$ cat config.mk
export PLATFORM = sky130hd
export DESIGN_NAME = wb_arbiter
export DESIGN_NICKNAME = d
export VERILOG_FILES = /design/src/rtl/wb_arbiter_pkg.sv /design/src/rtl/wb_res_fifo.sv /design/src/rtl/wb_arbiter.sv
export SDC_FILE = /design/constraint.sdc
export NUM_CORES = 1
export LEC_CHECK = 0
export ABC_CLOCK_PERIOD_IN_PS = 5900
export CORE_MARGIN = 5
export CORE_UTILIZATION = 45
export CTS_CLUSTER_DIAMETER = 120
export DETAILED_ROUTE_END_ITERATION = 8
export DONT_BUFFER_PORTS = 1
export GPL_TIMING_DRIVEN = 0
export PLACE_DENSITY = 0.7
export SLEW_MARGIN = 20
export SYNTH_ARGS = -nofsm -noshare
export SYNTH_HDL_FRONTEND = slang
export SYNTH_SLANG_ARGS = --single-unit
$ cat constraint.sdc
create_clock -name clk -period 5.9 [get_ports clk]
set_input_delay 1.18 -clock clk [delete_from_list [all_inputs] [get_ports clk]]
set_output_delay 1.18 -clock clk [all_outputs]
set_load 0.005 [all_outputs]
$ cat src/rtl/wb_arbiter_pkg.sv
// ============================================================================
// wb_arbiter_pkg : shared register-file bus widths and writeback grant codes
// Revision : 1.0
// ============================================================================
`default_nettype none

package wb_arbiter_pkg;

  localparam int c_reg_addr_w = 5;
  localparam int c_reg_data_w = 32;

  typedef struct packed {
    logic [c_reg_addr_w-1:0] rd;
    logic [c_reg_data_w-1:0] data;
  } wb_res_t;

  typedef enum logic [1:0] {
    WB_SRC_NONE = 2'd0,
    WB_SRC_PIPE = 2'd1,
    WB_SRC_DIV  = 2'd2
  } wb_src_e;

endpackage

`default_nettype wire

$ cat src/rtl/wb_res_fifo.sv
// ============================================================================
// wb_res_fifo : DEPTH-entry synchronous FIFO holding divider writeback results
// Revision : 1.0
// ============================================================================
`default_nettype none

module wb_res_fifo #(
  parameter int DEPTH = 2,
  parameter int WIDTH = 37
) (
  input  logic                         clk,
  input  logic                         rst,
  input  logic                         i_push,
  input  logic [WIDTH-1:0]             i_wdata,
  input  logic                         i_pop,
  output logic [WIDTH-1:0]             o_rdata,
  output logic [$clog2(DEPTH+1)-1:0]   o_count,
  output logic                         o_full,
  output logic                         o_empty
);

  localparam int PTR_W = $clog2(DEPTH);
  localparam int CNT_W = $clog2(DEPTH + 1);
  localparam logic [CNT_W-1:0] c_depth = CNT_W'(DEPTH);

  logic [WIDTH-1:0] r_mem [DEPTH];
  logic [PTR_W-1:0] r_wr_ptr;
  logic [PTR_W-1:0] r_rd_ptr;
  logic [CNT_W-1:0] r_count;
  logic             w_push;
  logic             w_pop;

  assign w_push  = i_push && !o_full;
  assign w_pop   = i_pop && !o_empty;
  assign o_full  = (r_count == c_depth);
  assign o_empty = (r_count == '0);
  assign o_count = r_count;
  assign o_rdata = r_mem[r_rd_ptr];

  // DEPTH is a power of two, so pointer overflow is the modulo wrap
  always_ff @(posedge clk or posedge rst) begin
    if (rst) begin
      r_wr_ptr <= '0;
      r_rd_ptr <= '0;
      r_count  <= '0;
    end else begin
      if (w_push) r_wr_ptr <= r_wr_ptr + PTR_W'(1);
      if (w_pop)  r_rd_ptr <= r_rd_ptr + PTR_W'(1);
      r_count <= r_count + CNT_W'(w_push) - CNT_W'(w_pop);
    end
  end

  always_ff @(posedge clk) begin
    if (w_push) r_mem[r_wr_ptr] <= i_wdata;
  end

endmodule

`default_nettype wire

$ cat src/rtl/wb_arbiter.sv
// ============================================================================
// wb_arbiter : shares the register-file write port between pipeline writeback
//              and buffered divider results, with an anti-starvation stall
// Revision : 1.0
// ============================================================================
`default_nettype none

module wb_arbiter
  import wb_arbiter_pkg::*;
#(
  parameter int DEPTH    = 2,
  parameter int MAX_WAIT = 8
) (
  input  logic                         clk,
  input  logic                         rstn,
  input  logic                         pipe_wen_i,
  input  logic [c_reg_addr_w-1:0]      pipe_rd_addr_i,
  input  logic [c_reg_data_w-1:0]      pipe_rd_data_i,
  input  logic                         div_valid_i,
  input  logic [c_reg_addr_w-1:0]      div_rd_addr_i,
  input  logic [c_reg_data_w-1:0]      div_rd_data_i,
  output logic                         div_ready_o,
  output logic                         stall_req_o,
  output logic                         regs_wen_o,
  output logic [c_reg_addr_w-1:0]      rd_addr_o,
  output logic [c_reg_data_w-1:0]      rd_data_o,
  output logic [$clog2(DEPTH+1)-1:0]   buf_count_o
);

  localparam int CNT_W = $clog2(DEPTH + 1);
  localparam int AGE_W = $clog2(MAX_WAIT + 1);
  localparam logic [AGE_W-1:0] c_max_wait = AGE_W'(MAX_WAIT);

  wb_res_t                    w_push_res;
  wb_res_t                    w_head;
  wb_src_e                    w_grant;
  logic                       w_full;
  logic                       w_empty;
  logic                       w_push;
  logic                       w_pop;
  logic                       w_pipe_ok;
  logic [CNT_W-1:0]           w_count;
  logic [CNT_W-1:0]           w_count_nxt;
  logic [AGE_W-1:0]           r_age;
  logic [AGE_W-1:0]           w_age_nxt;
  logic                       w_stall_nxt;
  logic                       r_stall;
  logic                       r_wen;
  logic [c_reg_addr_w-1:0]    r_addr;
  logic [c_reg_data_w-1:0]    r_data;

  assign div_ready_o = !w_full;
  assign w_push      = div_valid_i && div_ready_o && (div_rd_addr_i != '0);
  assign w_pipe_ok   = pipe_wen_i && (pipe_rd_addr_i != '0);
  assign w_push_res  = '{rd: div_rd_addr_i, data: div_rd_data_i};

  wb_res_fifo #(
    .DEPTH (DEPTH),
    .WIDTH ($bits(wb_res_t))
  ) u_res_fifo (
    .clk     (clk),
    .rst     (rstn),
    .i_push  (w_push),
    .i_wdata (w_push_res),
    .i_pop   (w_pop),
    .o_rdata (w_head),
    .o_count (w_count),
    .o_full  (w_full),
    .o_empty (w_empty)
  );

  // A stalled pipeline re-presents its write, so the buffer head wins outright
  always_comb begin
    w_grant = WB_SRC_NONE;
    if (r_stall && !w_empty)  w_grant = WB_SRC_DIV;
    else if (w_pipe_ok)       w_grant = WB_SRC_PIPE;
    else if (!w_empty)        w_grant = WB_SRC_DIV;
  end

  assign w_pop       = (w_grant == WB_SRC_DIV);
  assign w_count_nxt = w_count + CNT_W'(w_push) - CNT_W'(w_pop);

  always_comb begin
    w_age_nxt = r_age;
    if (w_empty || w_pop)         w_age_nxt = '0;
    else if (r_age != c_max_wait) w_age_nxt = r_age + AGE_W'(1);
  end

  assign w_stall_nxt = (w_age_nxt == c_max_wait) && (w_count_nxt != '0);

  always_ff @(posedge clk or posedge rstn) begin
    if (rstn) begin
      r_age   <= '0;
      r_stall <= 1'b0;
      r_wen   <= 1'b0;
      r_addr  <= '0;
      r_data  <= '0;
    end else begin
      r_age   <= w_age_nxt;
      r_stall <= w_stall_nxt;
      r_wen   <= (w_grant != WB_SRC_NONE);
      case (w_grant)
        WB_SRC_PIPE: begin
          r_addr <= pipe_rd_addr_i;
          r_data <= pipe_rd_data_i;
        end
        WB_SRC_DIV: begin
          r_addr <= w_head.rd;
          r_data <= w_head.data;
        end
        default: ;
      endcase
    end
  end

  assign stall_req_o = r_stall;
  assign regs_wen_o  = r_wen;
  assign rd_addr_o   = r_addr;
  assign rd_data_o   = r_data;
  assign buf_count_o = w_count;

endmodule

`default_nettype wire

==> metrics list <==
- Run status: finished clean
- Layer carrying the most global-route usage: met2
- Top_reg_cell synth: sky130_fd_sc_hd__edfxtp_1
- Dividing the detail-routed wire length by the instance count gives 19.94 um.
* Max Fclk: approximately 250 MHz
* Required time of the critical path: around 6300 ps
- DRT Wirelength: roughly 11000 um
- Summed over all instances, the cell type with the most area after synthesis is sky130_fd_sc_hd__edfxtp_1.
* Final count of pins violating max slew: 0
- Global routing consumed, on the met3 layer, ~8.4% of the routing resources.
- The critical path is of the in -> reg type.
- The analysis attributes to net switching a power of 0.9548 mW.
- The die is roughly 110 um wide.
- The worst setup path is captured at a register.
- Number of distinct standard cells referenced by the synthesized netlist: 32
- Async set or reset register ratio after synthesis: about two fifths
- The tightest min-delay check is of the reg -> reg type.
- Yosys printed 0 warnings.
- Detail Route Antenna Nets: 0
- RSZ-0062 raised after global routing: no
* Max FO, Critical Path: 10
* Crit path max-delay cell type: sky130_fd_sc_hd__or4_1
- Post-synth EDFFs: 74
* GRT Residual Overflow: 0
- Post-Route Hold Slack: 511.0 ps
* Total negative slack: 0 ps
- In the final layout, the share of cells above drive strength 1 is 10.84%.
- The initial antenna violation count came to 0.
- Global routing usage summed across all routing layers: about 18%
* Detailed Route Iter0 Violations: 139
* Buf+Inv Stages, Crit Path: 2
* Gate count of the mapped netlist: 380
- Fraction of the cycle the final worst path needs: between 60% and 70%
* Total number of placement rows: 38
- Power spread over the standard cell area amounts to approximately 540 nW/um^2.
* Top-Level Pins: 120
- Die Outline Area: between 10000 and 15000 sq um
- Maximum number of pins on one net before global-route repair: 34
- A synthesized cell averages about 13 sq um.
- After synthesis, the cell types taking the most area are sky130_fd_sc_hd__edfxtp_1, sky130_fd_sc_hd__dfrtp_1, sky130_fd_sc_hd__o21ai_0.
- Pre-antenna DRT Iters: 4
- Number of buffers created by CTS: 17
- Count of fill cells added during filler insertion: 934
- Via total after detailed routing: between 2000 and 3000
* Weighted congestion at the end of routability-driven global placement: roughly 0.74
- Global routing consumed, on the met1 layer, between 10% and 20% of the routing resources.
* Buffer levels on the longest clock path: 2
- In this run, post-CTS hold repair placed 0 buffers.
- Leakage component of the power: ~2.3 nW
- Core Region: roughly 11000 sq um
* Total design power: around 3.1 mW
- The number of global-route vias before repair is between 3000 and 4000.
* Share of total power consumed by net switching: 30.32%
- Setup clock skew after layout: ~5.2 ps
- The internal portion of the total power is 2.194 mW.
- In this run, synthesis produced a sequential element count of 121.
- Relative to the synthesized area, the layout overhead comes to 18.02%.
* Quantity of gates resized following cts: 0
- VDD sags by at most approximately 260 uV.
- In the layout the commonest cells are sky130_fd_sc_hd__nand2_1, sky130_fd_sc_hd__o21ai_0, sky130_fd_sc_hd__edfxtp_1.
- Number of max-cap violations: 0
- Total DRC errors in the routed layout: 0
- In this run the clock root is driven by a sky130_fd_sc_hd__clkbuf_8.
- Dividing the detail-routed via count by the number of cells gives about 5.3.
* Global-route wire length before repair: 17180 um
- Final min period: between 3000 and 4000 ps
- Insertion delay of the later-clocked pin in the worst-skew pair: 500 ps
- WP data arrival: 4340 ps
* Setup-failing EPs final: 0
- Antenna Diode Count: 0
- In the final design database the tool counted slightly below 500 nets.
- Detail Placement HPWL: between 7000 and 8000 um
* GR Layer Usage met2: roughly 29%
- Registers are responsible for between 40% and 50% of the overall power.
* Cell-by-cell trace of the critical path: or4_1 -> o211ai_1 -> and2b_1 -> ha_1 -> clkbuf_1 -> clkbuf_1 -> xnor2_1 -> ha_1 -> xnor2_1 -> nor2_1 -> and3_1 -> nor4_2
- Number of buffers inserted to repair setup after CTS: 0
- Fraction of post-synthesis cell area in the top cell type by area: between 40% and 50%
- Synthesized netlist net count: 466
- For this run, the slowest stage of the critical path takes between 500 and 600 ps.
* Number of endpoints with negative hold slack in the final report: 0
* Number of sinks driven by the clock tree: approximately 120
- Synthesized cell area: 4910 sq um
* Clk slew on worst S/H paths: 60 ps
- Seq/Total Area, Yosys: 69.22%
* Worst slew margin relative to its limit: 60.07%
- Per report_power, the combinational group accounts for a little under a quarter of the total.
- Slew at the pin closest to its max-slew limit: around 600 ps
- Crit path max-delay family: simple AND/OR/NAND/NOR gates
- Level count of the clock H-tree: 4
- In this run, the clock network consumes between 30% and 40% of the power.
* Height of the chip: ~110 um
- Input and output buffers added on the ports amount to 0.
- STA classifies the critical path startpoint as an input pin.
* Effective utilization at floorplan: 45.69%
- TritonCTS clock tree: yes
path summary, 6_finish.rpt:
kind	depth (start not counted)	end	start	slack, ps
setup / recovery	12	stall_req_o$_DFF_PP0_	pipe_rd_addr_i[1]	1970
setup reg to reg	12	stall_req_o$_DFF_PP0_	u_res_fifo.o_count[1]$_DFF_PP0_	2700
max in group asynchronous	2	rd_data_o[16]$_DFFE_PP0P_	rstn	4840
min in group asynchronous	1	rd_data_o[26]$_DFFE_PP0P_	rstn	530
hold reg to reg	2	rd_data_o[26]$_DFFE_PP0P_	rd_data_o[26]$_DFFE_PP0P_	510
hold / removal	2	rd_data_o[26]$_DFFE_PP0P_	rd_data_o[26]$_DFFE_PP0P_	510
metrics by stage:
stage          instances  setup WS [ps]  util, %  area (sq um)
2_1_floorplan        380           2068        -          4910
3_3_place_gp         520           1450    47.32          5085
3_5_place_dp         523           1477    48.10          5169
4_1_cts              555           2010    53.92          5794
5_1_grt              555           1697    53.92          5794
6_report             555           1974    53.92          5794
cell type report:
type	count	area (sq um)	share of cell area, %
plain buffers	20	85.08	1.468
clock buffers	25	515.5	8.897
clock inverters	7	110.1	1.900
inverters	8	30.03	0.5182
multi-input cells	231	1405	24.25
flip-flops and latches	121	3398	58.65
well taps	140	175.2	3.023
repair buffers	3	75.07	1.296
cells by family (layout without fill, tap and decap cells):
kind of cell / after synthesis / count (layout) / synth area share (%)
compound gates: 81 / 81 / 8.869
xor+xnor: 8 / 8 / 1.427
fa+ha+maj: 8 / 8 / 2.039
buf+inv: 28 / 63 / 2.345
flops: 121 / 121 / 69.22
mux: 37 / 37 / 7.543
simple gates: 97 / 97 / 8.563
sequential cells by signal, summed over array words and instances, names as in the netlist:
| name | count |
|---|---|
| u_res_fifo.r_mem | 74 |
| u_res_fifo.o_count | 2 |
| rd_addr_o | 5 |
| rd_data_o | 32 |
| stall_req_o | 1 |
| u_res_fifo.r_wr_ptr | 1 |
| u_res_fifo.r_rd_ptr | 1 |
| r_age | 4 |
| regs_wen_o | 1 |
worst min-delay path, stage by stage (launching register included):
cell and delay [ps]:
sky130_fd_sc_hd__dfrtp_1 360, sky130_fd_sc_hd__nand2_1 50, sky130_fd_sc_hd__o21ai_0 60
power by group through the flow:
stage	sequential, mW	combinational [mW]	clock, mW
floorplan	1.33	0.525	0
global placement	1.38	0.661	0
detailed placement	1.39	0.721	0
CTS	1.37	0.723	1.09
global route	1.40	0.802	1.13
finish	1.37	0.712	1.07
per-layer routing:
metal	share of wire, %	up-vias
met5	0	-
met4	2.0	0
met3	9.8	18
met2	49	109
met1	39	1428
li1	-	1393
synth_stat cells, types with 3 or more instances:
library cell	n
sky130_fd_sc_hd__and2_1	3
sky130_fd_sc_hd__buf_1	3
sky130_fd_sc_hd__clkbuf_1	13
sky130_fd_sc_hd__dfrtp_1	47
sky130_fd_sc_hd__edfxtp_1	74
sky130_fd_sc_hd__ha_1	8
sky130_fd_sc_hd__inv_1	7
sky130_fd_sc_hd__mux2i_1	37
sky130_fd_sc_hd__nand2_1	75
sky130_fd_sc_hd__nand2b_1	3
sky130_fd_sc_hd__nor2_1	5
sky130_fd_sc_hd__o21ai_0	75
sky130_fd_sc_hd__xnor2_1	7
Power figures use the tool's default switching activity.
